===== src/rtl/column_sequencer_if.sv =====
// column_sequencer_if
//   Groups the column sequencer's game-side signals: the start and keyboard
//   inputs, the per-column status coming back from the column array, and the
//   control/score outputs driven towards the columns and the display.
//   Ports (as signals):
//     start, key_valid, key_code[7:0]           game and keyboard inputs
//     col_letter[8N-1:0], col_ypos[5N-1:0],
//     col_landed[N-1:0]                          column status inputs
//     col_enable, col_tick, col_clear [N-1:0]    column control outputs
//     score[9:0], lives[1:0], state[1:0],
//     game_over                                  game status outputs
//   Modports: slave = sequencer side, master = environment side.
interface column_sequencer_if #(
    parameter int NUM_COLS = 4
);
    logic                    start;
    logic                    key_valid;
    logic [7:0]              key_code;
    logic [8*NUM_COLS-1:0]   col_letter;
    logic [5*NUM_COLS-1:0]   col_ypos;
    logic [NUM_COLS-1:0]     col_landed;
    logic [NUM_COLS-1:0]     col_enable;
    logic [NUM_COLS-1:0]     col_tick;
    logic [NUM_COLS-1:0]     col_clear;
    logic [9:0]              score;
    logic [1:0]              lives;
    logic [1:0]              state;
    logic                    game_over;

    modport slave (
        input  start, key_valid, key_code, col_letter, col_ypos, col_landed,
        output col_enable, col_tick, col_clear, score, lives, state, game_over
    );

    modport master (
        output start, key_valid, key_code, col_letter, col_ypos, col_landed,
        input  col_enable, col_tick, col_clear, score, lives, state, game_over
    );
endinterface


===== src/rtl/column_sequencer.sv =====
// column_sequencer
//   Game-level controller for NUM_COLS falling-letter columns. Owns the fall
//   timebase and its speed-up, releases columns one at a time, routes each key
//   strobe to the lowest (largest ypos) matching column, detects misses on the
//   rising edge of col_landed, and keeps score and lives through the
//   IDLE / PLAYING / GAME_OVER state machine.
//   Ports:
//     clock         system clock, rising edge
//     reset_signal  asynchronous, active-high reset
//     bus           column_sequencer_if.slave (start, key strobe, column
//                   status in; col_enable/col_tick/col_clear, score, lives,
//                   state, game_over out; all outputs registered)
module column_sequencer #(
    parameter int NUM_COLS      = 4,
    parameter int TICK_START    = 50000000,
    parameter int TICK_MIN      = 12500000,
    parameter int TICK_STEP     = 2500000,
    parameter int SPEEDUP_EVERY = 8,
    parameter int MAX_LIVES     = 3
) (
    input  logic                clock,
    input  logic                reset_signal,
    column_sequencer_if.slave   bus
);

    localparam int HIT_W = (SPEEDUP_EVERY > 1) ? $clog2(SPEEDUP_EVERY) : 1;

    localparam logic [25:0]         PERIOD_START = 26'(TICK_START);
    localparam logic [25:0]         PERIOD_MIN   = 26'(TICK_MIN);
    localparam logic [25:0]         PERIOD_STEP  = 26'(TICK_STEP);
    // Smallest period that can still take a full step without dropping below the floor.
    localparam logic [25:0]         PERIOD_KNEE  = 26'(TICK_MIN + TICK_STEP);
    localparam logic [HIT_W-1:0]    HIT_LAST     = HIT_W'(SPEEDUP_EVERY - 1);
    localparam logic [1:0]          LIVES_INIT   = 2'(MAX_LIVES);
    localparam logic [NUM_COLS-1:0] COL_ONE      = NUM_COLS'(1'b1);

    typedef enum logic [1:0] {
        ST_IDLE    = 2'd0,
        ST_PLAYING = 2'd1,
        ST_OVER    = 2'd2
    } state_t;

    state_t              state_r,     state_s;
    logic [9:0]          score_r,     score_s;
    logic [1:0]          lives_r,     lives_s;
    logic [25:0]         period_r,    period_s;
    logic [25:0]         tick_cnt_r,  tick_cnt_s;
    logic [HIT_W-1:0]    hit_cnt_r,   hit_cnt_s;
    logic [NUM_COLS-1:0] enable_r,    enable_s;
    logic [NUM_COLS-1:0] col_tick_r,  col_tick_s;
    logic [NUM_COLS-1:0] col_clear_r, col_clear_s;
    logic [NUM_COLS-1:0] landed_q_r;
    logic                game_over_r;

    logic [NUM_COLS-1:0] miss_s;
    logic [3:0]          miss_cnt_s;
    logic [NUM_COLS-1:0] cand_s;
    logic [NUM_COLS-1:0] win_s;
    logic                win_found_s;
    logic [4:0]          best_y_s;

    // Miss detection and key arbitration: one winner, deepest column first, lowest index on ties.
    always_comb begin
        miss_s      = bus.col_landed & ~landed_q_r & enable_r;
        miss_cnt_s  = 4'd0;
        cand_s      = '0;
        win_s       = '0;
        win_found_s = 1'b0;
        best_y_s    = 5'd0;
        for (int i = 0; i < NUM_COLS; i++) begin
            miss_cnt_s = miss_cnt_s + {3'b000, miss_s[i]};
            // A column that lands this cycle is a miss only, never a hit.
            cand_s[i]  = bus.key_valid & enable_r[i] & ~miss_s[i] &
                         (bus.col_letter[8*i +: 8] == bus.key_code);
            // Strict '>' keeps the earlier (lower-index) column on equal ypos.
            if (cand_s[i] && (!win_found_s || (bus.col_ypos[5*i +: 5] > best_y_s))) begin
                win_found_s = 1'b1;
                best_y_s    = bus.col_ypos[5*i +: 5];
                win_s       = '0;
                win_s[i]    = 1'b1;
            end else begin
                win_found_s = win_found_s;
            end
        end
    end

    // Next-state and next-output logic for the game state machine.
    always_comb begin
        state_s     = state_r;
        score_s     = score_r;
        lives_s     = lives_r;
        period_s    = period_r;
        tick_cnt_s  = tick_cnt_r;
        hit_cnt_s   = hit_cnt_r;
        enable_s    = enable_r;
        col_tick_s  = '0;
        col_clear_s = '0;

        case (state_r)
            ST_IDLE, ST_OVER: begin
                if (bus.start) begin
                    state_s     = ST_PLAYING;
                    score_s     = 10'd0;
                    lives_s     = LIVES_INIT;
                    period_s    = PERIOD_START;
                    tick_cnt_s  = 26'd0;
                    hit_cnt_s   = '0;
                    enable_s    = '0;
                    col_clear_s = '1;
                end else begin
                    state_s = state_r;
                end
            end

            ST_PLAYING: begin
                // '>=' rather than '==' so a period that shrank under the count still fires.
                if (tick_cnt_r >= (period_r - 26'd1)) begin
                    tick_cnt_s = 26'd0;
                    col_tick_s = enable_r;
                    // x | (x+1) sets the lowest clear bit: staggered column release.
                    enable_s   = enable_r | (enable_r + COL_ONE);
                end else begin
                    tick_cnt_s = tick_cnt_r + 26'd1;
                end

                col_clear_s = miss_s | win_s;

                if (win_found_s) begin
                    score_s = (score_r == 10'd1023) ? score_r : (score_r + 10'd1);
                    if (hit_cnt_r == HIT_LAST) begin
                        hit_cnt_s = '0;
                        period_s  = (period_r >= PERIOD_KNEE) ? (period_r - PERIOD_STEP)
                                                              : PERIOD_MIN;
                    end else begin
                        hit_cnt_s = hit_cnt_r + {{(HIT_W-1){1'b0}}, 1'b1};
                    end
                end else begin
                    score_s = score_r;
                end

                // Losing the last life ends the game on this edge; any hit above still scores.
                if (miss_cnt_s != 4'd0) begin
                    if ({2'b00, lives_r} <= miss_cnt_s) begin
                        lives_s    = 2'd0;
                        state_s    = ST_OVER;
                        enable_s   = '0;
                        col_tick_s = '0;
                    end else begin
                        lives_s = lives_r - miss_cnt_s[1:0];
                    end
                end else begin
                    lives_s = lives_r;
                end
            end

            default: begin
                state_s  = ST_IDLE;
                enable_s = '0;
            end
        endcase
    end

    // State and output registers.
    always_ff @(posedge clock or posedge reset_signal) begin
        if (reset_signal) begin
            state_r     <= ST_IDLE;
            score_r     <= 10'd0;
            lives_r     <= LIVES_INIT;
            period_r    <= PERIOD_START;
            tick_cnt_r  <= 26'd0;
            hit_cnt_r   <= '0;
            enable_r    <= '0;
            col_tick_r  <= '0;
            col_clear_r <= '0;
            landed_q_r  <= '0;
            game_over_r <= 1'b0;
        end else begin
            state_r     <= state_s;
            score_r     <= score_s;
            lives_r     <= lives_s;
            period_r    <= period_s;
            tick_cnt_r  <= tick_cnt_s;
            hit_cnt_r   <= hit_cnt_s;
            enable_r    <= enable_s;
            col_tick_r  <= col_tick_s;
            col_clear_r <= col_clear_s;
            landed_q_r  <= bus.col_landed;
            game_over_r <= (state_s == ST_OVER);
        end
    end

    assign bus.col_enable = enable_r;
    assign bus.col_tick   = col_tick_r;
    assign bus.col_clear  = col_clear_r;
    assign bus.score      = score_r;
    assign bus.lives      = lives_r;
    assign bus.state      = state_r;
    assign bus.game_over  = game_over_r;

endmodule


===== src/flat_wrapper.sv =====
// flat-port wrapper written by rule: the top's interface ports become plain ports
module column_sequencer_flat 
#(
    parameter int NUM_COLS      = 4,
    parameter int TICK_START    = 50000000,
    parameter int TICK_MIN      = 12500000,
    parameter int TICK_STEP     = 2500000,
    parameter int SPEEDUP_EVERY = 8,
    parameter int MAX_LIVES     = 3
)
  (clock, reset_signal, bus_start, bus_key_valid, bus_key_code, bus_col_letter, bus_col_ypos, bus_col_landed, bus_col_enable, bus_col_tick, bus_col_clear, bus_score, bus_lives, bus_state, bus_game_over);
  column_sequencer_if #(.NUM_COLS(NUM_COLS)) bus_i ();
  input  logic clock;
  input  logic reset_signal;
  input wire logic [$bits(bus_i.start)-1:0] bus_start;
  input wire logic [$bits(bus_i.key_valid)-1:0] bus_key_valid;
  input wire logic [$bits(bus_i.key_code)-1:0] bus_key_code;
  input wire logic [$bits(bus_i.col_letter)-1:0] bus_col_letter;
  input wire logic [$bits(bus_i.col_ypos)-1:0] bus_col_ypos;
  input wire logic [$bits(bus_i.col_landed)-1:0] bus_col_landed;
  output wire logic [$bits(bus_i.col_enable)-1:0] bus_col_enable;
  output wire logic [$bits(bus_i.col_tick)-1:0] bus_col_tick;
  output wire logic [$bits(bus_i.col_clear)-1:0] bus_col_clear;
  output wire logic [$bits(bus_i.score)-1:0] bus_score;
  output wire logic [$bits(bus_i.lives)-1:0] bus_lives;
  output wire logic [$bits(bus_i.state)-1:0] bus_state;
  output wire logic [$bits(bus_i.game_over)-1:0] bus_game_over;
  assign bus_i.start = bus_start;
  assign bus_i.key_valid = bus_key_valid;
  assign bus_i.key_code = bus_key_code;
  assign bus_i.col_letter = bus_col_letter;
  assign bus_i.col_ypos = bus_col_ypos;
  assign bus_i.col_landed = bus_col_landed;
  assign bus_col_enable = bus_i.col_enable;
  assign bus_col_tick = bus_i.col_tick;
  assign bus_col_clear = bus_i.col_clear;
  assign bus_score = bus_i.score;
  assign bus_lives = bus_i.lives;
  assign bus_state = bus_i.state;
  assign bus_game_over = bus_i.game_over;
  column_sequencer #(.NUM_COLS(NUM_COLS), .TICK_START(TICK_START), .TICK_MIN(TICK_MIN), .TICK_STEP(TICK_STEP), .SPEEDUP_EVERY(SPEEDUP_EVERY), .MAX_LIVES(MAX_LIVES)) u_core (.clock(clock), .reset_signal(reset_signal), .bus(bus_i));
endmodule

===== config.mk =====
export PLATFORM = sky130hd
export DESIGN_NAME = column_sequencer_flat
export DESIGN_NICKNAME = d
export VERILOG_FILES = /design/src/rtl/column_sequencer_if.sv /design/src/rtl/column_sequencer.sv /design/src/flat_wrapper.sv
export SDC_FILE = /design/constraint.sdc
export NUM_CORES = 1
export LEC_CHECK = 0
export ABC_AREA = 1
export BUFFER_PORTS_ARGS = -buffer_cell sky130_fd_sc_hd__buf_2
export CELL_PAD_IN_SITES_DETAIL_PLACEMENT = 0
export CELL_PAD_IN_SITES_GLOBAL_PLACEMENT = 1
export CORE_ASPECT_RATIO = 1.1
export CORE_MARGIN = 4
export CORE_UTILIZATION = 38
export CTS_BUF_LIST = sky130_fd_sc_hd__clkbuf_8
export DETAILED_ROUTE_END_ITERATION = 16
export HOLD_SLACK_MARGIN = 0.06
export PLACE_DENSITY = 0.79
export SETUP_SLACK_MARGIN = 0.05
export SLEW_MARGIN = 15
export SYNTH_ARGS = -nofsm -noshare
export SYNTH_HDL_FRONTEND = slang
export SYNTH_SLANG_ARGS = --single-unit
export TNS_END_PERCENT = 1

===== constraint.sdc =====
create_clock -name clock -period 9.05 [get_ports clock]
set_input_delay 1.3575 -clock clock [delete_from_list [all_inputs] [get_ports clock]]
set_output_delay 1.3575 -clock clock [all_outputs]
set_load 0.01 [all_outputs]

==> metrics.md, run 1 <==
| Metric | Value |
|---|---|
| Floorplan core area | `18700 um^2` |
| Die H | `153 um` |
| Count of warnings emitted by yosys | `0` |
| DRT Wirelength | `21.3 mm` |
| Combinational family with the most area after synthesis | `simple AND/OR/NAND/NOR gates` |
| Post-Syn Area per Cell | `6.49 um^2` |
| DRT antenna net count | `0` |
| Data required, critical path | `9.35 ns` |
| Cell types with the highest counts after synthesis | `333 x sky130_fd_sc_hd__nand2_1, 136 x sky130_fd_sc_hd__inv_1, 116 x sky130_fd_sc_hd__nor2_1` |
| Post-cts hold buffer count | `0` |
| Post-route setup slack | `3.53 ns` |
| I/O pin total | `95` |
| Cell family with the largest share of critical-path delay | `simple AND/OR/NAND/NOR gates` |
| Number of flops mapped to enable cells by yosys | `0` |
| Dominant cell type by count on the critical path | `sky130_fd_sc_hd__nand2_1` |
| Worst ir drop on vdd | `0.000139 V` |
| Simple-gate portion of the synthesized area | `38.9%` |
| Most instantiated library cell after synthesis | `sky130_fd_sc_hd__nand2_1` |
| Nets in the synthesized netlist | `1242` |
| Post-synth top area share | `23.0%` |
| Relative contribution of the clock network to total power | `14.4%` |
| Inserted Diodes | `0` |
| Maximum capacitance violations | `0` |
| Switching power as a share of total power | `50.8%` |
| Switching power summed over all nets | `0.00109 W` |
| Clock Path Buffers | `2` |
| Final cell utilization of the core | `43.7%` |
| Setup Crit Path Kind | `input pin to flop` |
| Worst-Margin Slew | `0.751 ns` |
| Final-layout fill cell count | `2010` |
| Share of post-route cells with drive strength above 1 | `15.2%` |
| Part of the total power dissipated in combinational logic | `52.6%` |
| Pwr Density | `264 nW/um^2` |
| Endpoints failing setup | `0` |
| Leak | `4.20 nW` |
| Post-synthesis compound-gate area fraction | `10.0%` |
| Hold Fails Final Rpt | `0` |
| Post-CTS setup buffer count | `0` |
| Effective utilization at floorplan | `39.1%` |
| Final slew viol count | `0` |
| CP endpoint kind | `flop` |
| PortBufs | `94` |
| FF-to-FF Start | `u_core.bus.col_enable[0]` |
| Startpoint of the worst hold path | `u_core.hit_cnt_r[1]` |
| Via count of the first global-routing pass | `7307` |
| Hold path depth | `2` |
| Top cell type by total area after synthesis | `sky130_fd_sc_hd__dfrtp_1` |
| Post-synthesis xor/xnor area fraction | `4.56%` |
| Post-synth design cell area | `7300 um^2` |
| Worst relative slew slack | `49.7%` |
| Total internal power | `0.00106 W` |
| Initial DRT Pass Iterations | `5` |
| Layout overhead on the synthesized area | `11.8%` |
| Buf+Inv Stages, Crit Path | `5` |
| CTS buffer count | `9` |
| Rows | `52` |
| Number of nets at the end of the flow | `1322` |
| Prevailing post-synth register cell | `sky130_fd_sc_hd__dfrtp_1` |
| Placement-stage worst setup slack | `3.10 ns` |
| #FFs+latches synth | `81` |
| RSZ-0062 raised after global routing | `false` |
| Hold WS | `0.502 ns` |
| Clock transition at the register clock pins on the worst setup and hold paths after CTS | `0.10 ns` |
| Result of the run | `finished clean` |
| FMAX | `181 MHz` |
| Adder-cell area share of the yosys netlist | `8.60%` |
| Insertion delay to the later sink of the worst-skew pair | `0.38 ns` |
| Seq/Total Area, Yosys | `28.0%` |
| Number of gates given a new drive strength after cts | `0` |
| HPWL reported at the end of detailed placement | `16.8 mm` |
| Total number of vias | `7308` |
| Number of clock sinks | `81` |
| Initial antenna violation count | `0` |
| Clock root buffer | `sky130_fd_sc_hd__clkbuf_8` |
| Number of DRC violations after detailed routing | `0` |
| Vias per cell | `5.03` |
| Cells after synthesis | `1125` |
| First-pass GRT wire length | `36.5 mm` |
| Endpoint arrival time on the critical path | `5.82 ns` |
| Number of unique standard cell types used by synthesis | `43` |
| Global routing usage summed across all routing layers | `20.6%` |
| Class of the tightest hold or removal check | `flop to flop` |
| Maximum cell stage delay along the critical path | `0.31 ns` |
| Critical Path Start Type | `input pin` |
| Startpoint of the worst setup timing path | `bus_key_code[1]` |
| Multiplexer area fraction after synthesis | `0%` |
| Number of levels the H-tree was split into | `3` |
| Post-layout min period | `5.52 ns` |
| Ratio of final minimum period to clock period | `61.0%` |
| Maximum number of pins on one net before global-route repair | `51` |
| Total die area | `21500 um^2` |
| Sequential fraction of design power | `33.0%` |
| Clock tree from TritonCTS | `built` |
| Worst Reg2Reg Path Length in Cells | `33` |
| Number of cells on the critical path | `35` |
| Async set-or-reset flop fraction in the synthesized netlist | `100%` |
| Critical Path Slowest Stage Cell | `sky130_fd_sc_hd__ha_1` |
| Worst Clk Skew | `0.0106 ns` |
| Overflow after GRT | `0` |
| TNS Setup | `0 ns` |
| Worst Path Max Fanout | `10` |
| Routability congestion estimate from global placement | `0.921` |
| Width of the die | `140 um` |
| Detailed Route Iter0 Violations | `363` |
| Mean routed wirelength per cell | `14.7 um` |
| Leading post-synthesis cells by cell area | `sky130_fd_sc_hd__dfrtp_1 23%, sky130_fd_sc_hd__nand2_1 17%, sky130_fd_sc_hd__ha_1 8.1%` |
==> worst reg2reg max path: cells and delay by family, from the launching register on <==
kind            cells  cell delay [ns]
buf+inv             3             0.27
flops               1             0.51
simple gates       16             1.75
fa+ha+maj           3             0.86
compound gates     11             1.46
==> layout make-up <==
type / instances / area, um^2 / area share [%]
clock inverter: 7 / 93.8 / 1.15
clock buffer: 9 / 124 / 1.52
timing repair buffer: 98 / 500 / 6.13
tap: 243 / 304 / 3.72
inverter: 149 / 563 / 6.90
multi-input combinational: 866 / 4530 / 55.5
sequential: 81 / 2040 / 25.0
==> final timing paths <==
kind                                      endpoint  slack [ns]
setup / recovery           u_core.bus.col_clear[0]        3.53
hold / removal                 u_core.hit_cnt_r[1]        0.50
setup reg to reg           u_core.bus.col_clear[0]        4.14
hold reg to reg                u_core.hit_cnt_r[1]        0.50
max in group asynchronous      u_core.bus.score[3]        6.98
min in group asynchronous     u_core.bus.game_over        0.99
==> sequential cells by signal (all words and copies together), names as in the netlist <==
register	cells
u_core.bus.col_clear	4
u_core.bus.col_enable	4
u_core.bus.col_tick	4
u_core.bus.game_over	1
u_core.bus.lives	2
u_core.bus.score	10
u_core.bus.state	2
u_core.hit_cnt_r	3
u_core.landed_q_r	4
u_core.period_r	21
u_core.tick_cnt_r	26
==> power groups by stage <==
| stage | registers [W] | logic, W | clock network [W] |
|---|---|---|---|
| after floorplan | 0.000623 | 0.000917 | 0 |
| after global placement | 0.000713 | 0.00112 | 0 |
| after detailed placement | 0.000712 | 0.00114 | 0 |
| after CTS | 0.000708 | 0.00115 | 0.000321 |
| after global routing | 0.000735 | 0.00132 | 0.000336 |
| final | 0.000710 | 0.00113 | 0.000309 |
==> per-stage QoR <==
| stage | cells | area, um^2 | total power (W) |
|---|---|---|---|
| floorplan | 1125 | 7300 | 0.00154 |
| global route | 1453 | 8160 | 0.00239 |
| detailed placement | 1437 | 7950 | 0.00185 |
| finish | 1453 | 8160 | 0.00215 |
| global placement | 1437 | 7950 | 0.00183 |
| CTS | 1453 | 8160 | 0.00217 |
==> cells by family after synthesis <==
kind of cell | count (synthesis)
and+or+nand+nor | 644
buffers and inverters | 178
AOI/OAI and AO/OA | 135
DFF | 81
adders and majority gates | 49
xor gates and xnor gates | 38
==> routing by layer <==
layer  global-route usage, %  routed length (um)  vias to the layer above
li1                        -                   -                     3801
met1                    27.7               10100                     3338
met2                    34.7               10000                      146
met3                    3.16                 836                       23
met4                    4.71                 322                        0
met5                       0                   0                        -
==> cell usage in the layout (no fill, tap or decap), types with 31 or more instances in the layout <==
master	instances
sky130_fd_sc_hd__nor2_1	116
sky130_fd_sc_hd__nand3_1	88
sky130_fd_sc_hd__a21oi_1	37
sky130_fd_sc_hd__o21ai_0	50
sky130_fd_sc_hd__ha_1	47
sky130_fd_sc_hd__inv_1	136
sky130_fd_sc_hd__buf_2	94
sky130_fd_sc_hd__nand4_1	31
sky130_fd_sc_hd__xor2_1	31
sky130_fd_sc_hd__dfrtp_1	67
sky130_fd_sc_hd__nand2_1	333
(Power assumes the default switching activity.)
==> run 2, diff against run 1 <==
PLACE_DENSITY = 0.82   (was 0.79)
clock period = 4.8 ns   (was 9.05 ns; I/O delays follow)
==> metrics.md, run 2 (synthesis results as in run 1) <==
| Metric | Value |
|---|---|
| Placement-stage worst setup slack | `-0.194 ns` |
| I/O pin total | `95` |
| PortBufs | `94` |
| Startpoint of the worst hold path | `bus_col_landed[3]` |
| Pwr Density | `475 nW/um^2` |
| Number of clock sinks | `81` |
| Worst relative slew slack | `36.8%` |
| Worst ir drop on vdd | `0.000297 V` |
| Final-layout fill cell count | `1953` |
| Total number of vias | `7468` |
| Worst Path Max Fanout | `8` |
| FF-to-FF Start | `u_core.bus.col_enable[0]` |
| Post-route setup slack | `0.424 ns` |
| Maximum number of pins on one net before global-route repair | `52` |
| Flip-flop count of the largest register, all copies and words added | `26` |
| Largest register by flop count | `u_core.tick_cnt_r` |
| Maximum cell stage delay along the critical path | `0.29 ns` |
| End point of the most critical hold path | `u_core.landed_q_r[3]` |
| Endpoint arrival time on the critical path | `4.62 ns` |
| Critical Path Start Type | `input pin` |
| Routability congestion estimate from global placement | `0.929` |
| Class of the tightest hold or removal check | `input pin to flop` |
| Worst R2R Setup Slack | `0.46 ns` |
| Total die area | `21500 um^2` |
| Result of the run | `finished clean` |
| Mean routed wirelength per cell | `14.2 um` |
| Leak | `4.39 nW` |
| Most common cell after layout, fill and taps aside | `sky130_fd_sc_hd__nand2_1` |
| First-pass GRT wire length | `35.2 mm` |
| Initial DRT Pass Iterations | `6` |
| Number of nets at the end of the flow | `1363` |
| Critical Path Slowest Stage Cell | `sky130_fd_sc_hd__ha_1` |
| Clock tree from TritonCTS | `built` |
| Effective utilization at floorplan | `39.1%` |
| Final cell utilization of the core | `45.8%` |
| Rows | `52` |
| Number of DRC violations after detailed routing | `0` |
| Hold path depth | `1` |
| Maximum capacitance violations | `0` |
| Clock root buffer | `sky130_fd_sc_hd__clkbuf_8` |
| Hold Fails Final Rpt | `0` |
| Clock transition at the register clock pins on the worst setup and hold paths after CTS | `0.10 ns` |
| Data required, critical path | `5.05 ns` |
| Share of post-route cells with drive strength above 1 | `19.5%` |
| Width of the die | `140 um` |
| Floorplan core area | `18700 um^2` |
| FMAX | `229 MHz` |
| Post-cts hold buffer count | `0` |
| Overflow after GRT | `0` |
| RSZ-0062 raised after global routing | `false` |
| CTS buffer count | `9` |
| Die H | `153 um` |
| Worst-Margin Slew | `0.948 ns` |
| Leading cell types in the layout, fill and taps excluded | `328 x sky130_fd_sc_hd__nand2_1, 135 x sky130_fd_sc_hd__inv_1, 115 x sky130_fd_sc_hd__nor2_1` |
| Number of levels the H-tree was split into | `3` |
| Setup Crit Path Kind | `input pin to flop` |
| HPWL reported at the end of detailed placement | `16.7 mm` |
| Worst Clk Skew | `0.0127 ns` |
| Layout overhead on the synthesized area | `17.2%` |
| CP endpoint kind | `flop` |
| DRT Wirelength | `21.2 mm` |
| Insertion delay to the later sink of the worst-skew pair | `0.38 ns` |
| Post-layout min period | `4.38 ns` |
| Dominant cell type by count on the critical path | `sky130_fd_sc_hd__nand2_1` |
| Ratio of final minimum period to clock period | `91.2%` |
| Initial antenna violation count | `1` |
| Final slew viol count | `0` |
| Endpoints failing setup | `0` |
| Worst R2R End | `u_core.bus.col_clear[1]` |
| Clock Path Buffers | `2` |
| Detailed Route Iter0 Violations | `336` |
| Vias per cell | `5.00` |
| DRT antenna net count | `0` |
| Global routing usage summed across all routing layers | `19.7%` |
| Via count of the first global-routing pass | `7110` |
| Worst Reg2Reg Path Length in Cells | `34` |
==> run 2: cell count changes in the layout (fill, tap and decap cells not counted), sizes merged <==
cell	before	now
clkinvlp	1	2
clkinv	2	1
clkbuf	9	10
buf	98	139
bufinv	2	1
diode	0	1
==> run 2: how the worst max path moves through the flow <==
stage / endpoint / slack, ns / cells past startpoint / start
4_1_cts: u_core.bus.col_clear[1] / 0.07 / 33 / u_core.bus.col_enable[0]
3_5_place_dp: u_core.bus.col_clear[1] / -0.19 / 35 / bus_key_code[5]
5_1_grt: u_core.bus.col_clear[0] / 0.03 / 37 / bus_key_code[5]
3_3_place_gp: u_core.bus.col_clear[1] / -0.05 / 34 / bus_key_valid
2_1_floorplan: u_core.bus.col_clear[1] / 0.11 / 33 / bus_key_code[2]
6_report: u_core.bus.col_clear[1] / 0.42 / 37 / bus_col_letter[1]
==> run 2: stage by stage <==
step | instance area [um^2] | TNS (ns) | hold WS, ns | cells | power (W)
finish | 8560 | 0 | 0.461 | 1495 | 0.00406
global route | 8560 | 0 | 0.452 | 1495 | 0.00447
CTS | 8440 | 0 | 0.446 | 1491 | 0.00407
detailed placement | 8230 | -0.686 | 0.479 | 1475 | 0.00352
global placement | 8230 | -0.112 | 0.463 | 1475 | 0.00347
floorplan | 7300 | 0 | 0.448 | 1125 | 0.00290
==> run 2: per-layer routing <==
layer	global-route usage, %	routed length, um	vias up
met5	0	0	-
met4	5.35	389	0
met3	2.63	846	25
met2	32.8	9740	155
met1	27.0	10200	3415
li1	-	-	3873
==> run 2: critical path, delay by kind of cell <==
kind,cells,cell delay (ns)
AND/OR/NAND/NOR,19,1.72
AO/OA/AOI/OAI,10,1.05
buffers and inverters,5,0.30
adder cells (fa/ha/maj),3,0.81
==> run 2: area by class of cell <==
cell class                 instances  area, um^2  share of cell area [%]
timing repair buffer             139         808                    9.45
multi-input combinational        866        4630                    54.1
sequential                        81        2050                    23.9
clock inverter                     6        66.3                   0.775
tap                              243         304                    3.55
inverter                         149         566                    6.61
antenna                            1        2.50                  0.0292
clock buffer                      10         138                    1.61
==> run 2: power breakdown <==
part           switching, W  internal (W)
registers          0.000373      0.000957
logic               0.00140      0.000785
clock network      0.000288      0.000257
total               0.00206       0.00200
==> run 2: timing repair <==
item | in CTS | in global routing
gates resized for setup | 0 | 26
buffers inserted | 0 | 3
endpoints found under the setup margin | 0 | 4
==> run 3, diff against run 2 <==
CORE_UTILIZATION = 39   (was 38)
PLACE_DENSITY = 0.84   (was 0.82)
==> metrics.md, run 3 (synthesis results as in run 1) <==
| Metric | Value |
|---|---|
| Hold path depth | `1` |
| Post-placement cell count | `1478` |
| Clock Path Buffers | `2` |
| Routability congestion estimate from global placement | `0.947` |
| Clock transition at the register clock pins on the worst setup and hold paths after CTS | `0.09 ns` |
| Endpoints failing setup | `0` |
| Total power | `0.00409 W` |
| Worst Clk Skew | `0.0115 ns` |
| Final slew viol count | `0` |
| Rows | `52` |
| Pwr Density | `472 nW/um^2` |
| Clock tree from TritonCTS | `built` |
| Global routing usage summed across all routing layers | `21.3%` |
| Via count of the first global-routing pass | `7390` |
| PortBufs | `94` |
| Leading cell types in the layout, fill and taps excluded | `318 x sky130_fd_sc_hd__nand2_1, 134 x sky130_fd_sc_hd__inv_1, 114 x sky130_fd_sc_hd__nor2_1` |
| Total die area | `21000 um^2` |
| Worst relative slew slack | `34.1%` |
| Critical Path Slowest Stage Cell | `sky130_fd_sc_hd__ha_1` |
| Hold WS | `0.458 ns` |
| Most common cell after layout, fill and taps aside | `sky130_fd_sc_hd__nand2_1` |
| Vias per cell | `5.04` |
| Final std cells w/o fill | `1499` |
| Post-layout min period | `4.42 ns` |
| Class of the tightest hold or removal check | `input pin to flop` |
| Detailed Route Iter0 Violations | `370` |
| Insertion delay to the later sink of the worst-skew pair | `0.38 ns` |
| Maximum capacitance violations | `0` |
| DRT Wirelength | `21.8 mm` |
| Ratio of final minimum period to clock period | `92.1%` |
| Data required, critical path | `5.06 ns` |
| Placement-stage worst setup slack | `-0.334 ns` |
| Worst Reg2Reg Path Length in Cells | `35` |
| Clock root buffer | `sky130_fd_sc_hd__clkbuf_8` |
| Width of the die | `138 um` |
| First-pass GRT wire length | `36.8 mm` |
| Worst Path Max Fanout | `8` |
| FMAX | `226 MHz` |
| Die H | `152 um` |
| Maximum cell stage delay along the critical path | `0.30 ns` |
| Post-route setup slack | `0.380 ns` |
| Hold Fails Final Rpt | `0` |
| Inserted Diodes | `0` |
| Result of the run | `finished clean` |
| I/O pin total | `95` |
| Dominant cell type by count on the critical path | `sky130_fd_sc_hd__nand2_2` |
| Effective utilization at floorplan | `39.7%` |
| Maximum number of pins on one net before global-route repair | `57` |
| Critical Path Start Type | `input pin` |
| Floorplan core area | `18400 um^2` |
| Leak | `4.44 nW` |
| Endpoint arrival time on the critical path | `4.68 ns` |
| Initial DRT Pass Iterations | `5` |
| CTS buffer count | `9` |
| TNS Setup | `0 ns` |
| Number of DRC violations after detailed routing | `0` |
| Number of nets at the end of the flow | `1368` |
| Overflow after GRT | `0` |
| Worst ir drop on vdd | `0.000304 V` |
| RSZ-0062 raised after global routing | `false` |
| Number of clock sinks | `81` |
| CP endpoint kind | `flop` |
| DRT antenna net count | `0` |
| Mean routed wirelength per cell | `14.5 um` |
| Post-cts hold buffer count | `0` |
| Layout overhead on the synthesized area | `18.9%` |
| Initial antenna violation count | `0` |
| Share of post-route cells with drive strength above 1 | `21.3%` |
| Number of levels the H-tree was split into | `3` |
| HPWL reported at the end of detailed placement | `17.2 mm` |
| Flip-flop count of the largest register, all copies and words added | `26` |
| Worst-Margin Slew | `0.987 ns` |
| Largest register by flop count | `u_core.tick_cnt_r` |
| Final-layout fill cell count | `1953` |
| Setup Crit Path Kind | `input pin to flop` |
| Total number of vias | `7555` |
-- run 3: final cells by class --
class / instances / area (um^2) / area share [%]
tap: 243 / 304 / 3.50
timing repair buffer: 144 / 852 / 9.82
clock inverter: 7 / 70.1 / 0.807
clock buffer: 9 / 124 / 1.43
inverter: 149 / 566 / 6.52
multi-input combinational: 866 / 4720 / 54.4
sequential: 81 / 2050 / 23.6
-- run 3: final timing paths --
kind,slack (ns),end,startpoint
hold / removal,0.46,u_core.landed_q_r[0],bus_col_landed[0]
hold reg to reg,0.50,u_core.hit_cnt_r[2],u_core.hit_cnt_r[2]
min in group asynchronous,0.54,u_core.bus.col_tick[0],reset_signal
max in group asynchronous,3.32,u_core.period_r[19],reset_signal
setup reg to reg,0.43,u_core.bus.col_clear[1],u_core.bus.col_enable[0]
setup / recovery,0.38,u_core.bus.col_clear[1],bus_key_code[0]
-- run 3: layer usage --
layer	up-vias	global-route usage (%)	wire (um)
met2	145	36.4	10300
met5	-	0	0
met1	3489	28.4	10200
met4	0	7.02	503
li1	3884	-	-
met3	37	2.39	779
-- run 3: critical path, delay by kind of cell --
family / cells / cell delay (ns)
compound gates: 9 / 1.03
simple gates: 21 / 1.73
fa+ha+maj: 3 / 0.78
buf+inv: 5 / 0.41
-- run 3: what timing repair did --
action | CTS | global route
buffers inserted | 1 | 4
hold endpoints to repair | 0 | 0
pin swaps | 0 | 23
resized for setup | 2 | 46
endpoints found under the setup margin | 4 | 4
-- run 3: stage by stage --
stage               cell area [um^2]  util (%)
floorplan                       7300         -
global placement                8250      44.8
detailed placement              8250      44.8
CTS                             8460      45.9
global route                    8680      47.1
finish                          8680      47.1
-- run 3: where the power goes --
part | internal, W | switching (W) | total (W)
logic | 0.000818 | 0.00142 | 0.00223
registers | 0.000963 | 0.000378 | 0.00134
clock network | 0.000240 | 0.000278 | 0.000519
total | 0.00202 | 0.00207 | 0.00409
